===== config.mk =====
export PLATFORM = sky130hd
export DESIGN_NAME = saber_matvec_sched
export DESIGN_NICKNAME = d
export VERILOG_FILES = /design/src/rtl/saber_sched_pkg.sv /design/src/rtl/matvec_index_gen.sv /design/src/rtl/saber_matvec_sched.sv
export SDC_FILE = /design/constraint.sdc
export NUM_CORES = 1
export LEC_CHECK = 0
export BUFFER_PORTS_ARGS = -buffer_cell sky130_fd_sc_hd__buf_2
export CAP_MARGIN = 25
export CELL_PAD_IN_SITES_DETAIL_PLACEMENT = 1
export CELL_PAD_IN_SITES_GLOBAL_PLACEMENT = 1
export CORE_UTILIZATION = 37
export CTS_BUF_LIST = sky130_fd_sc_hd__clkbuf_8 sky130_fd_sc_hd__clkbuf_16
export DETAILED_ROUTE_END_ITERATION = 6
export GPL_TIMING_DRIVEN = 0
export PLACE_DENSITY_LB_ADDON = 0.3
export SETUP_SLACK_MARGIN = 0.2
export SYNTH_ARGS = -nofsm -noshare
export SYNTH_HDL_FRONTEND = slang
export SYNTH_SLANG_ARGS = --single-unit
export TNS_END_PERCENT = 30

===== constraint.sdc =====
create_clock -name clk -period 4.5 [get_ports clk]
set_input_delay 0.9 -clock clk [delete_from_list [all_inputs] [get_ports clk]]
set_output_delay 0.9 -clock clk [all_outputs]
set_load 0.05 [all_outputs]

===== src/rtl/saber_sched_pkg.sv =====
// Shared state encoding and field widths for the Saber matrix-vector sequencer.
package saber_sched_pkg;

   typedef enum logic [2:0] {
      S_IDLE,
      S_CLEAR,
      S_KICK,
      S_WAIT,
      S_NEXT,
      S_READ,
      S_DONE
   } state_t;

   localparam int unsigned NW_4X  = 64;
   localparam int unsigned NW_64  = 52;

   localparam int unsigned ROW_W  = 2;
   localparam int unsigned WORD_W = 6;
   localparam int unsigned AIDX_W = 4;
   localparam int unsigned SIDX_W = 2;
   localparam int unsigned ADDR_W = ROW_W + WORD_W;

endpackage


===== src/rtl/matvec_index_gen.sv =====
// Row/column/word counters and the derived BRAM indices for the matvec sequencer.
module matvec_index_gen
   import saber_sched_pkg::*;
#(
   parameter int unsigned L = 3
) (
   input  logic              clk_i,
   input  logic              rst_i,
   input  logic              load_i,
   input  logic              transpose_i,
   input  logic              mode_4x_i,
   input  logic              col_adv_i,
   input  logic              row_end_i,
   input  logic              word_adv_i,
   input  logic              row_adv_i,
   output logic              j_last_o,
   output logic              i_last_o,
   output logic              word_last_o,
   output logic [AIDX_W-1:0] a_index_o,
   output logic [SIDX_W-1:0] s_index_o,
   output logic [ADDR_W-1:0] res_addr_o
);

   localparam logic [AIDX_W-1:0] LW = AIDX_W'(L);

   logic [ROW_W-1:0]  i_q;
   logic [ROW_W-1:0]  j_q;
   logic [WORD_W-1:0] word_q;
   logic              tr_q;

   always_ff @(posedge clk_i or posedge rst_i) begin
      if (rst_i) begin
         i_q    <= '0;
         j_q    <= '0;
         word_q <= '0;
         tr_q   <= 1'b0;
      end else begin
         if (load_i) begin
            i_q    <= '0;
            j_q    <= '0;
            word_q <= '0;
            tr_q   <= transpose_i;
         end
         if (col_adv_i)  j_q    <= j_q + 1'b1;
         if (row_end_i) begin
            j_q    <= '0;
            word_q <= '0;
         end
         if (word_adv_i) word_q <= word_q + 1'b1;
         if (row_adv_i)  i_q    <= i_q + 1'b1;
      end
   end

   assign j_last_o    = (j_q == ROW_W'(L - 1));
   assign i_last_o    = (i_q == ROW_W'(L - 1));
   assign word_last_o = mode_4x_i ? (word_q == WORD_W'(NW_4X - 1))
                                  : (word_q == WORD_W'(NW_64 - 1));

   // Indices depend only on counter registers, so they hold steady through KICK/WAIT.
   assign a_index_o  = tr_q ? ({2'b00, j_q} * LW + {2'b00, i_q})
                            : ({2'b00, i_q} * LW + {2'b00, j_q});
   assign s_index_o  = j_q;
   assign res_addr_o = {i_q, word_q};

endmodule


===== src/rtl/saber_matvec_sched.sv =====
// Sequencer driving poly_mul256_parallel_in through one L x L matrix-vector product.
module saber_matvec_sched
   import saber_sched_pkg::*;
#(
   parameter int unsigned L = 3
) (
   input  logic        clk,
   input  logic        rst,
   input  logic        start,
   input  logic        transpose,
   input  logic        mode_4x,
   output logic        busy,
   output logic        done,
   output logic        mul_rst,
   output logic        mul_acc_clear,
   output logic        mul_read,
   output logic        mul_read64,
   input  logic        mul_done,
   output logic [3:0]  a_index,
   output logic [1:0]  s_index,
   output logic        res_we,
   output logic [7:0]  res_addr
);

   state_t state_q, state_d;
   logic   mode_q, mode_d;
   logic   busy_q, done_q, mul_rst_q, clear_q, read_q, read64_q, we_q;
   logic   j_last, i_last, word_last;
   logic   accept, col_adv, row_end, word_adv, row_adv;

   assign accept   = (state_q == S_IDLE) && start;
   assign col_adv  = (state_q == S_NEXT) && !j_last;
   assign row_end  = (state_q == S_NEXT) && j_last;
   assign word_adv = (state_q == S_READ);
   assign row_adv  = (state_q == S_READ) && word_last && !i_last;

   matvec_index_gen #(.L(L)) u_idx (
      .clk_i       (clk),
      .rst_i       (rst),
      .load_i      (accept),
      .transpose_i (transpose),
      .mode_4x_i   (mode_q),
      .col_adv_i   (col_adv),
      .row_end_i   (row_end),
      .word_adv_i  (word_adv),
      .row_adv_i   (row_adv),
      .j_last_o    (j_last),
      .i_last_o    (i_last),
      .word_last_o (word_last),
      .a_index_o   (a_index),
      .s_index_o   (s_index),
      .res_addr_o  (res_addr)
   );

   always_comb begin
      state_d = state_q;
      mode_d  = accept ? mode_4x : mode_q;
      unique case (state_q)
         S_IDLE:  if (start) state_d = S_CLEAR;
         S_CLEAR: state_d = S_KICK;
         S_KICK:  state_d = S_WAIT;
         S_WAIT:  if (mul_done) state_d = S_NEXT;
         S_NEXT:  state_d = j_last ? S_READ : S_KICK;
         S_READ:  if (word_last) state_d = i_last ? S_DONE : S_CLEAR;
         S_DONE:  state_d = S_IDLE;
         default: state_d = S_IDLE;
      endcase
   end

   // Outputs are decoded from the next state so they are registered yet aligned with state_q.
   always_ff @(posedge clk or posedge rst) begin
      if (rst) begin
         state_q   <= S_IDLE;
         mode_q    <= 1'b0;
         busy_q    <= 1'b0;
         done_q    <= 1'b0;
         mul_rst_q <= 1'b1;
         clear_q   <= 1'b0;
         read_q    <= 1'b0;
         read64_q  <= 1'b0;
         we_q      <= 1'b0;
      end else begin
         state_q   <= state_d;
         mode_q    <= mode_d;
         busy_q    <= (state_d != S_IDLE);
         done_q    <= (state_d == S_DONE);
         mul_rst_q <= (state_d != S_WAIT);
         clear_q   <= (state_d == S_CLEAR);
         read_q    <= (state_d == S_READ) && mode_d;
         read64_q  <= (state_d == S_READ) && !mode_d;
         we_q      <= (state_d == S_READ);
      end
   end

   assign busy          = busy_q;
   assign done          = done_q;
   assign mul_rst       = mul_rst_q;
   assign mul_acc_clear = clear_q;
   assign mul_read      = read_q;
   assign mul_read64    = read64_q;
   assign res_we        = we_q;

endmodule


# Word level (Yosys, flattened, before mapping)
# Cells that the tools add are included.
totals:
  ff_bits: 22
  inputBits: 6
  out_inout_bits: 21
  elab_cells: 64
classes:
  addsub: 5
  n_mul: 2
  eq_ne: 13
  muxes: 16
  n_reduce_logical: 15
ops:
  columns: ["cell", "n"]
  rows:
  - ["6-bit 2-to-1 mux", 3]
  - ["3-bit one-hot mux with 6 select lines", 1]
  - ["3-bit 2-to-1 mux", 5]
  - ["3-bit == test (second input constant)", 4]
  - ["6-bit == test (second input constant)", 2]
  - ["3-bit nonzero test", 3]
  - ["4-bit by 2-bit adder with 4-bit output", 2]
  - ["2-bit by 2-bit multiplier with 4-bit output (second input constant)", 2]
  - ["2-bit 2-to-1 mux", 4]
  - ["1-bit logical AND", 7]
  - ["6-bit by 1-bit adder with 6-bit output (second input constant)", 1]
  - ["3-bit by 1-bit == test with 1-bit output (second input constant)", 2]
  - ["3-bit by 2-bit == test with 1-bit output (second input constant)", 2]
  - ["2-bit by 1-bit adder with 2-bit output (second input constant)", 2]
  - ["2-bit == test (second input constant)", 2]
  - ["4-bit 2-to-1 mux", 1]
  - ["1-bit zero test", 3]
  - ["3-bit zero test", 1]
  - ["3-bit by 2-bit inequality test with 1-bit output (second input constant)", 1]
  - ["1-bit 2-to-1 mux", 2]
  - ["2-bit nonzero test", 1]

# Depth between registers and ports, before layout
logic_depth:
  ltp_word: 6
  mapped_depth: 6
  ltp_nobuf: 6

# By module
# A second synthesis with hierarchy kept.
unflattened:
  hier_cells: 115
  hier_area_um2: 1288.7
modules_own_cells:
  columns: ["mod", "instances", "cells_each", "area_per_inst_um2", "seq_area_each_um2"]
  rows:
  - ["matvec_index_gen", 1, 70, 750.7, 275.3]
  - ["saber_matvec_sched", 1, 45, 538.0, 276.5]

# Least setup slack after synthesis
# Ideal clock, no wire load.
synth_path:
  kind: "reg2out"
  start: "register u_idx.j_q[1] (netlist: u_idx.s_index_o[1])"
  end: "output port a_index[2]"
  arrival_ps: 2694
  required_time_ps: 3600
  slack_ps: 906
  path_stages_with_launch: 6
  path_buffers: 0
  cell_sequence: "dfrtp_1 -> fa_1 -> ha_1 -> inv_1 -> fa_1 -> mux2i_1"
synth_between:
  elab_chain_cells: 3
  elab_cells_between_ends: 4
  cone_classes: "add/sub (2); mul (1); mux (1)"
synth_lines:
  columns: ["item", "line_no", "text"]
  rows:
  - ["from (decl)", "matvec_index_gen.sv:27", "logic [ROW_W-1:0] j_q;"]
  - ["from (signal assigned)", "matvec_index_gen.sv:44", "if (col_adv_i) j_q <= j_q + 1'b1;"]
  - ["2-bit by 2-bit multiplier with 4-bit output", "matvec_index_gen.sv:60", "assign a_index_o = tr_q ? ({2'b00, j_q} * LW + {2'b00, i_q})"]
  - ["4-bit by 2-bit adder with 4-bit output", "matvec_index_gen.sv:60", null]
  - ["4-bit 2-to-1 mux *", "matvec_index_gen.sv:60", null]
  - ["to (decl)", "saber_matvec_sched.sv:19", "output logic [3:0] a_index,"]
# Every way passes the cells marked *; elsewhere a longest branch is shown, timed or not.

# Worst setup path in the final report
# Same ends and word-level chain as after synthesis.

==> results.py <==
metrics = {
    "critical_path": {
        "arrival_ns": 2.38,
        "cp.required_ns": 3.60,
        "rr_worst_depth": 5,
        "path_max_fanout": 6,
        "crit_path_start_kind": "flip-flop",
        "crit_type": "reg2out",
        "rr_endpoint": "u_idx.i_q[1]$_DFFE_PP0P_",
        "worstSetupEndpointType": "primary output",
        "reg2reg_from": "u_idx.word_q[0]$_DFFE_PP0P_",
        "reg2reg_slack_ns": 2.93,
        "crit_start": "u_idx.s_index_o[1]$_DFFE_PP0P_",
    },
    "logic_synthesis": {
        "synth.most_common_cell": "dfrtp_1",
        "ys_seq_elements": 22,
        "netlist_area_um2": 1220,
        "synth_warnings": 0,
        "syn_inst": 117,
        "yosys.area.top_type": "dfrtp_1",
        "synth.area.top_cells": "dfrtp_1 (43%), fa_1 (6.6%), ha_1 (6.2%)",
        "synth_edf_count": 0,
        "ys_seq_area_frac": 0.453,
        "synth_top_area_frac": 0.431,
        "synth_area_per_cell_um2": 10.4,
        "synth_top_flop_cell": "dfrtp_1",
        "synth_commonest_cells": "dfrtp_1 (21), inv_1 (12), nand2_1 (10)",
        "synth_cell_types": 33,
        "async_flop_share": 1.00,
        "synth_nets": 133,
    },
    "placed_design": {
        "pre_cts_ws_ns": 1.51,
        "io_buffer_count": 26,
        "gp_congestion": 0.838,
        "hpwl_um": 2080,
    },
    "floorplan": {
        "core-area_um2": 3080,
        "start_util": 0.396,
        "fp.dieH_um": 59.4,
        "die_w_um": 59.4,
        "rows": 20,
        "dieArea_um2": 3530,
        "ios": 27,
    },
    "drt": {
        "vias_per_cell": 5.18,
        "dr.pass1.iters": 2,
        "drt-initial-drc-count": 11,
        "num_vias": 989,
        "drc": 0,
        "final_antenna_net_count": 0,
        "wl_per_cell_um": 14.4,
        "routed_wl_um": 2750,
    },
    "hold_path": {
        "hp-class": "reg2reg",
        "whs_path_depth": 1,
        "worstHoldStart": "u_idx.word_q[5]$_DFFE_PP0P_",
        "hold-path-endpoint": "u_idx.word_q[5]$_DFFE_PP0P_",
    },
    "finish": {
        "nets": 164,
        "syn_to_final_growth_pct": 21.0,
        "drive_above_1_share": 0.265,
        "insertedDiodeCount": 0,
    },
    "grt": {
        "grt_pass1_wl_um": 4620,
        "gr-total-overflow": 0,
        "grt_pass1_vias": 1007,
        "grt_antenna_before_repair": 0,
        "grt_max_degree": 23,
        "grt_usage": 0.176,
    },
    "sta": {
        "finalHoldViolations": 0,
        "rsz0062_at_grt": "no",
        "setup_violations": 0,
        "fin_setup_tns_ns": 0,
        "setup_ws_ns": 1.22,
        "timing.final.crit_share": 0.728,
        "clock_skew_ns": 0.00705,
        "worst_slew_pin_slew_ns": 0.833,
        "min_period_ns": 3.28,
        "final_max_slew_viol_count": 0,
        "fmax_mhz": 305,
        "slew_headroom": 0.444,
    },
    "cts": {
        "clockBufferDepth": 2,
        "numClockSinks": 22,
        "clkTransAtPathRegs_ns": 0.08,
        "cts_setup_buffers": 0,
        "clk_latency_ns": 0.27,
        "clk_root_buffer_cell": "clkbuf_8",
        "cts_tree": "done",
        "cts-buffers-inserted": 3,
        "htreeDepth": 1,
        "cts_hold_buf": 0,
        "cts_resized": 0,
    },
    "pwr": {
        "power_frac_seq": 0.336,
        "power.density_nw_per_um2": 639,
        "power.share.clock": 0.197,
        "switchingPower_mw": 0.434,
        "p_leak_nw": 0.727,
        "vdd_drop_max_mv": 0.304,
        "sw_frac_of_total": 0.461,
        "p_int_mw": 0.508,
        "pwr-share-comb": 0.467,
    },
    "status": {
        "status": "complete, no violations",
    },
    "run": {
        "maxCapViolations": 0,
    },
}
[per-stage QoR]
step,hold WS (ns),cell area [µm²],utilization,total power [mW],cells
after floorplan,0.522,1220,-,0.655,117
after detailed placement,0.494,1400,0.456,0.761,187
after CTS,0.513,1480,0.479,0.952,191
after global placement,0.482,1400,0.456,0.742,187
final,0.517,1480,0.479,0.943,191
after global routing,0.549,1480,0.479,0.999,191
[critical path, stage by stage, from the launching register on]
cell and delay [ns]:
dfrtp_1 0.49, fa_1 0.58, ha_1 0.16, inv_1 0.05, fa_1 0.43, mux2i_1 0.12, buf_2 0.28
[layer usage]
metal  global-route usage  vias to the layer above  share of wire
li1                     -                      466              -
met1                0.225                      494           0.45
met2                0.299                       22           0.49
met3               0.0240                        7          0.033
met4               0.0714                        0          0.019
met5                    0                        -              0
[layout make-up]
cell class	count	area, µm²
multi-input cells	79	603
flip-flops and latches	22	552
well taps	44	55.1
plain buffers	4	18.8
fillers	363	1600
clock inverters	1	30.0
inverters	12	45.0
repair buffers	26	130
clock buffers	3	41.3
[flip-flops by register name (all words and copies together), names as in the netlist, 2 cells and up]
| register | cells |
|---|---|
| u_idx.word_q | 6 |
| state_q | 3 |
| u_idx.i_q | 2 |
| u_idx.s_index_o | 2 |
[logic make-up (layout without fill, tap and decap cells)]
group / count (synthesis) / count (layout) / synth area share
adder cells (fa/ha/maj): 10 / 10 / 0.127
AND/OR/NAND/NOR: 34 / 34 / 0.155
XOR/XNOR: 2 / 2 / 0.0144
buffers and inverters: 16 / 46 / 0.0524
flip-flops: 22 / 22 / 0.453
multiplexers: 8 / 8 / 0.0688
AO/OA/AOI/OAI: 25 / 25 / 0.129
[power by group through the flow]
stage	Combinational, mW	Clock [mW]	Sequential (mW)
floorplan	0.223	0	0.432
global placement	0.426	0	0.316
detailed placement	0.440	0	0.322
CTS	0.444	0.190	0.318
global route	0.475	0.196	0.328
finish	0.440	0.185	0.317
[cells in the final DEF, fill, tap and decap left out, drive strengths merged, types with 2 or more instances in the layout]
cell type	synthesis	layout
o21ai	13	13
fa	4	4
dfrtp	21	21
mux2	3	3
xor2	2	2
ha	6	6
clkbuf	1	4
nor2	4	4
a21oi	3	3
nand3b	2	2
buf	3	29
and3	3	3
o211ai	2	2
mux2i	5	5
inv	12	12
nand3	6	6
nor2b	3	3
nand2	10	10
[how the worst max path moves through the flow]
stage	endpoint	slack, ns	depth (start not counted)
final	a_index[2]	1.22	6
after global routing	a_index[2]	1.12	6
after CTS	a_index[2]	1.20	6
after detailed placement	a_index[2]	1.51	6
after global placement	a_index[2]	1.57	6
after floorplan	a_index[2]	0.91	5
No activity file was read; power rests on OpenSTA's default activity.
